**src/rtl/stepper_phase_decoder.sv**
```systemverilog
// stepper_phase_decoder
// Watches the one-hot coil drive of a 4-phase stepper and reconstructs motion:
// decoded phase, step pulses with direction, a signed wrapping position count,
// illegal-pattern and skipped-phase errors, and a "moving" indication.
//
// Ports:
//   clk, rst     - clock; synchronous active-high reset
//   coil_in      - coil pattern (1000=ph0, 0100=ph1, 0010=ph2, 0001=ph3, 0000=off)
//   clr_pos      - synchronous clear of pos (wins over a same-cycle step)
//   pos          - signed step position, wraps silently
//   phase        - last valid decoded phase
//   phase_valid  - a reference phase is held (LOCKED or OFF)
//   energized    - coils driven with a valid phase (LOCKED)
//   step_pulse   - one-cycle pulse per decoded step
//   step_dir     - direction of last step: 0=CW, 1=CCW
//   moving       - a step occurred within the last STALL_CYCLES cycles
//   err_illegal  - one-cycle pulse on entry into an illegal pattern
//   err_skip     - one-cycle pulse on a two-phase jump
//   err_count    - saturating count of error pulses
module stepper_phase_decoder #(
    parameter int unsigned POS_W        = 16,
    parameter int unsigned STALL_CYCLES = 1000
) (
    input  logic                    clk,
    input  logic                    rst,
    input  logic [3:0]              coil_in,
    input  logic                    clr_pos,
    output logic signed [POS_W-1:0] pos,
    output logic [1:0]              phase,
    output logic                    phase_valid,
    output logic                    energized,
    output logic                    step_pulse,
    output logic                    step_dir,
    output logic                    moving,
    output logic                    err_illegal,
    output logic                    err_skip,
    output logic [7:0]              err_count
);

    localparam int unsigned        IDLE_W   = $clog2(STALL_CYCLES + 1);
    localparam logic [IDLE_W-1:0]  IDLE_MAX = IDLE_W'(STALL_CYCLES);

    typedef enum logic [1:0] {
        UNLOCKED,
        LOCKED,
        OFF
    } state_t;

    state_t            state;
    logic [3:0]        coil_q;
    logic [3:0]        last_q;
    logic [1:0]        ref_q;
    logic [IDLE_W-1:0] idle_cnt;

    logic       evt;
    logic       pat_valid;
    logic       pat_off;
    logic [1:0] pat_phase;
    logic [1:0] delta;
    logic       have_ref;
    logic       do_cw;
    logic       do_ccw;
    logic       do_skip;
    logic       do_illegal;
    logic       do_step;

    // Event detection and decode of the captured pattern against the reference.
    always_comb begin
        pat_valid = 1'b1;
        pat_phase = '0;
        case (coil_q)
            4'b1000: pat_phase = 2'd0;
            4'b0100: pat_phase = 2'd1;
            4'b0010: pat_phase = 2'd2;
            4'b0001: pat_phase = 2'd3;
            default: pat_valid = 1'b0;
        endcase
        pat_off    = (coil_q == 4'b0000);
        evt        = (coil_q != last_q);
        // 2-bit subtraction gives (p - ref) mod 4 directly
        delta      = pat_phase - ref_q;
        have_ref   = (state != UNLOCKED);
        do_cw      = evt && pat_valid && have_ref && (delta == 2'd1);
        do_ccw     = evt && pat_valid && have_ref && (delta == 2'd3);
        do_skip    = evt && pat_valid && have_ref && (delta == 2'd2);
        do_illegal = evt && !pat_valid && !pat_off;
        do_step    = do_cw || do_ccw;
    end

    always_ff @(posedge clk) begin
        if (rst) begin
            coil_q      <= '0;
            last_q      <= '0;
            state       <= UNLOCKED;
            ref_q       <= '0;
            pos         <= '0;
            step_pulse  <= 1'b0;
            step_dir    <= 1'b0;
            err_illegal <= 1'b0;
            err_skip    <= 1'b0;
            err_count   <= '0;
            idle_cnt    <= IDLE_MAX;
        end else begin
            coil_q      <= coil_in;
            last_q      <= coil_q;
            step_pulse  <= do_step;
            err_illegal <= do_illegal;
            err_skip    <= do_skip;

            if (do_step)
                step_dir <= do_ccw;

            if (evt) begin
                if (do_illegal) begin
                    state <= UNLOCKED;
                end else if (pat_valid) begin
                    ref_q <= pat_phase;
                    state <= LOCKED;
                end else if (state == LOCKED) begin
                    // de-energized: keep the reference so a resume can be tracked
                    state <= OFF;
                end
            end

            if (clr_pos)
                pos <= '0;
            else if (do_cw)
                pos <= pos + POS_W'(1);
            else if (do_ccw)
                pos <= pos - POS_W'(1);

            if (do_step)
                idle_cnt <= '0;
            else if (idle_cnt < IDLE_MAX)
                idle_cnt <= idle_cnt + IDLE_W'(1);

            if ((do_illegal || do_skip) && (err_count != 8'hFF))
                err_count <= err_count + 8'd1;
        end
    end

    // All derived from registers only; no input-to-output combinational path.
    assign phase       = ref_q;
    assign phase_valid = (state != UNLOCKED);
    assign energized   = (state == LOCKED);
    assign moving      = (idle_cnt < IDLE_MAX);

endmodule
```
**config.mk**
```make
export PLATFORM = sky130hd
export DESIGN_NAME = stepper_phase_decoder
export DESIGN_NICKNAME = d
export VERILOG_FILES = /design/src/rtl/stepper_phase_decoder.sv
export SDC_FILE = /design/constraint.sdc
export NUM_CORES = 1
export LEC_CHECK = 0
export CAP_MARGIN = 15
export CORE_AREA = 4 4 75 77
export DETAILED_ROUTE_END_ITERATION = 10
export DIE_AREA = 0 0 79 81
export PLACE_DENSITY = 0.84
export SYNTH_ARGS = -nofsm -noshare
export SYNTH_HDL_FRONTEND = slang
export SYNTH_SLANG_ARGS = --single-unit
```
**constraint.sdc**
```tcl
create_clock -name clk -period 9.54 [get_ports clk]
set_input_delay 0.954 -clock clk [delete_from_list [all_inputs] [get_ports clk]]
set_output_delay 0.954 -clock clk [all_outputs]
set_load 0.05 [all_outputs]
```
# Yosys cells after proc, flatten, opt, wreduce, memory -nomap -nowiden
# Index checks and enable logic that the tools add are counted.
[word_totals] elab_cells=60 inputBits=7 reg_bits=50
[classes] bitwise=1 order_cmp=1 n_reduce_logical=22 mux=9 eq_ne=10 n_addsub=5
[op_table] op="2-to-1 mux 16 bit" count=2
[op_table] op="2-to-1 mux 10 bit" count=2
[op_table] op="adder 16 x 2 -> 16 bit, second input constant" count=1
[op_table] op="subtractor 16 x 2 -> 16 bit, second input constant" count=1
[op_table] op="adder 10 x 1 -> 10 bit, second input constant" count=1
[op_table] op="less-than comparator 10 bit, second input constant" count=1
[op_table] op="adder 8 x 1 -> 8 bit, second input constant" count=1
[op_table] op="logical AND 1 bit" count=8
[op_table] op="!= test 8 bit, second input constant" count=1
[op_table] op="2-to-1 mux 2 bit" count=3
[op_table] op="case mux 2 bit (3 select lines)" count=1
[op_table] op="nonzero test 2 bit" count=3
[op_table] op="equality test 2 x 1 -> 1 bit, second input constant" count=2
[op_table] op="equality test 2 bit, second input constant" count=2
[op_table] op="equality test 4 x 1 -> 1 bit, second input constant" count=1
[op_table] op="equality test 4 x 2 -> 1 bit, second input constant" count=1
[op_table] op="equality test 4 x 3 -> 1 bit, second input constant" count=1
[op_table] op="equality test 4 bit, second input constant" count=1
[op_table] op="zero test 4 bit" count=1
[op_table] op="!= test 4 bit" count=1
[op_table] op="OR reduction 2 bit" count=2
[op_table] op="OR reduction 4 bit" count=1
[op_table] op="AND reduction 3 bit" count=1
[op_table] op="nonzero test 3 bit" count=1
[op_table] op="other kinds (6)" count=8

# Logic depth before layout (Yosys ltp)
[logic_depth] depth_word=8 mapped_depth=16 mapped_depth_nobuf=14

# Worst setup path before layout
# No wires, ideal clock.
[synth_path] path_type="flip-flop to flip-flop" from="register coil_q[0]" to="register pos[14]" setup_slack_ps=5776 path_buffers=2 setup_ps=63 arrival_ps=3701 path_stages_with_launch=16 period_less_slack_ps=3764 path_cell_list="dfxtp_1 > buf_2 > xnor2_1 > or3_1 > ha_1 > nor2_1 > and3_1 > clkbuf_1 > nand2_1 > ha_1 > nor2b_1 > o31a_1 > o311ai_1 > a21oi_1 > or4_1 > nand3_1"
[synth_via] elab_chain_cells=7 elab_cells_between_ends=17 classes_between="add/sub: 1; eq/ne: 7; mux: 3; reduce/logical: 6"
[synth_lines] element="start: declaration" line_no="50" text="logic [3:0] coil_q;"
[synth_lines] element="start signal: assignment" line_no="104" text="coil_q <= coil_in;"
[synth_lines] element="parallel branches: the longest is 7 deep, another holds subtractor 2 bit"
[synth_lines] element="end signal: assignment" line_no="128" text="pos <= pos + POS_W'(1);"
[synth_lines] element="end signal: assignment" line_no="130" text="pos <= pos - POS_W'(1);"
[synth_lines] element="end: declaration" line_no="28" text="output logic signed [POS_W-1:0] pos,"
# Several ways; the timed one is not identified.
# A chain may end at the register's enable or synchronous reset.

# Final worst setup path
# Same ends and word-level chain as after synthesis.

==> impl_metrics.yaml <==
outcome:
  status: "finished, final reports clean"
global_routing:
  grt_pass1_wl_um: 10700
  grt_max_degree: 42
  first_global_vias: 2515
  grt_use_total: 0.203
  grt.overflow.total: 0
  antenna_found_initial: 0
cts:
  htreeDepth: 2
  clockBufferDepth: 2
  clk_pin_slew_ps: 90
  cts_sinks: 50
  cts-resized-gates: 0
  cts_made_buffers: 5
  cts_setup_buffers: 0
  cts_hold_buf: 0
  tritoncts: "yes"
  root_buffer: "clkbuf_8"
  clk_latency_ps: 300
power:
  peakVddDrop_mv: 0.0877
  leakage_nw: 1.32
  power_density_nw_per_um2: 126
sta:
  fin_ws_ps: 4720
  finalHoldViolCount: 0
  fmax_ghz: 0.207
  post-route-min-period_ps: 4820
  rsz0062_at_grt: "false"
  finalCritPeriodShare: 0.506
  drv_slew: 0
  setup-tns-final_ps: 0
  worst_slew_pin_slew_ps: 1030
  slew_headroom: 0.312
  setup_viol: 0
  finalClockSkew_ps: 6.77
critical_path:
  cp.arrival_ps: 5070
  start_kind: "register"
  ff2ff_path_depth: 13
  reg2reg_to: "pos[14]"
  cp-end-kind: "register"
  path_cells: "xnor2_1 > or3_1 > ha_1 > nor2_1 > and3_1 > nand2_1 > ha_1 > nor2b_1 > o31a_1 > o311ai_1 > a21oi_1 > or4_1 > nand3_1"
  crit_required_ps: 9780
  critPathMaxStageDelay_ps: 760
  cp_slowest_cell: "and3_1"
  cp_common_cell: "ha_1"
  timing.reg2reg.setup_slack_ps: 4720
  r2r_start: "coil_q[0]"
  path_class: "reg2reg"
  cp_max_fo: 25
die:
  num_rows: 26
  design.die.area_um2: 6400
  die_y_um: 81
  pin_count: 40
  die_w_um: 79
  start_util: 0.574
  coreArea_um2: 5010
layout:
  final_cell_mix: "dfxtp_1, clkdlybuf4s50_1, nand2_1, a21oi_1, nor2_1"
  diodes: 0
  drive_gt1_frac: 0.0475
  syn_to_final_growth_pct: 16.8
  utilization: 0.670
  layout_commonest_cell: "dfxtp_1"
  nets: 404
worst_hold_path:
  min_to: "step_dir"
  whs_path_depth: 2
  hold_path_class: "reg2reg"
  hold_start: "step_dir"
yosys:
  seq_area_frac_synth: 0.348
  ys_seq_elements: 50
  synthArstFlopShare: 0
  syn_area_um2: 2870
  synth-main-ff-cell: "dfxtp_1"
  syn_inst: 349
  synth_fp_nets: 374
  synth_area_per_cell_um2: 8.23
  yosys_warnings: 0
  netlist-cell-type-count: 46
  synth_enable_flop_cells: 0
detailed_routing:
  drt-met1-wl_um: 2740
  drt_first_iter_violations: 128
  num_vias: 2577
  wl_um: 6130
  dr_wl_met3_um: 230
  drt-pass1-iter-count: 4
  highest_layer: "met4"
  drc: 0
  wl_met2_um: 3060
  wl_per_cell_um: 13.6
  postRouteAntennaNets: 0
  routed_via_density: 5.74
placement:
  hpwl_um: 4360
  place_congestion: 0.874
  dp_slack_ps: 4730
  port_buffers: 39
job:
  maxCapViolations: 0
## sequential cells by signal, indices dropped and copies added, names as in the netlist
name / flops
last_q: 4
err_skip: 1
coil_q: 4
phase: 2
pos: 16
step_pulse: 1
err_count: 8
err_illegal: 1
idle_cnt: 10
state: 2
step_dir: 1
## power breakdown
part / switching, mW / internal (mW)
sequential: 0.00647 / 0.215
combinational: 0.0507 / 0.0329
clock: 0.0686 / 0.0494
total: 0.126 / 0.297
## routing by layer
metal	global-route usage	vias to the layer above
li1	-	1302
met1	0.230	1211
met2	0.372	54
met3	0.0443	10
met4	0.0808	0
met5	0	-
## Yosys cell counts, types with 3 or more instances
library cell	instances	area, um^2
dfxtp_1	50	1000
nand2_1	32	120
a21oi_1	29	145
nor2_1	25	93.8
ha_1	17	213
nand3_1	15	75.1
nor2b_1	15	93.8
nor3_1	15	75.1
xnor2_1	14	123
clkbuf_1	13	48.8
inv_1	11	41.3
o21ai_0	10	50.1
a21o_1	8	60.1
or3_1	8	50.1
a211oi_1	7	52.6
and3_1	7	43.8
a31oi_1	6	37.5
and2_1	6	37.5
nand4_1	5	31.3
xor2_1	5	43.8
mux2_2	4	45.0
mux2i_1	4	40.0
o21a_1	4	30.0
or2_2	4	25.0
o211ai_1	3	22.5
o21bai_1	3	22.5
o31a_1	3	26.3
## cells by family after synthesis
family / count (synthesis) / share of synthesized area
simple gates: 141 / 0.249
buf+inv: 28 / 0.0427
compound gates: 84 / 0.188
mux: 8 / 0.0296
xor+xnor: 19 / 0.0579
flops: 50 / 0.348
fa+ha+maj: 19 / 0.0845
## metrics by stage
| stage | cells | power (mW) | hold slack (ps) | instance area (um^2) |
|---|---|---|---|---|
| 6_report | 449 | 0.423 | 462 | 3360 |
| 5_1_grt | 449 | 0.443 | 490 | 3360 |
| 4_1_cts | 449 | 0.426 | 465 | 3360 |
| 3_5_place_dp | 442 | 0.309 | 454 | 3280 |
| 3_3_place_gp | 442 | 0.307 | 447 | 3280 |
| 2_1_floorplan | 349 | 0.289 | 466 | 2870 |
## worst max-delay path, delay by kind of cell (launching register included)
kind | cells | cell delay, ps
AOI/OAI and AO/OA | 3 | 820
xor gates and xnor gates | 1 | 100
adders and majority gates | 2 | 820
DFF | 1 | 450
and+or+nand+nor | 7 | 2590
## how the worst max path moves through the flow
stage / slack, ps / from / cells after the start / end
after floorplan: 5780 / coil_q[0] / 15 / pos[14]
after global placement: 4870 / coil_q[0] / 13 / pos[14]
after detailed placement: 4730 / coil_q[0] / 13 / pos[14]
after CTS: 4710 / coil_q[0] / 13 / pos[14]
after global routing: 4290 / coil_q[0] / 13 / pos[14]
final: 4720 / coil_q[0] / 13 / pos[14]
## area by class of cell
class / count / area (um^2)
flip-flops and latches: 50 / 1000
clock buffers: 5 / 68.8
fillers: 453 / 1650
well taps: 70 / 87.6
multi-input cells: 271 / 1750
clock inverters: 2 / 10.0
repair buffers: 40 / 398
inverters: 11 / 41.3
No activity file was read; power rests on OpenSTA's default activity.
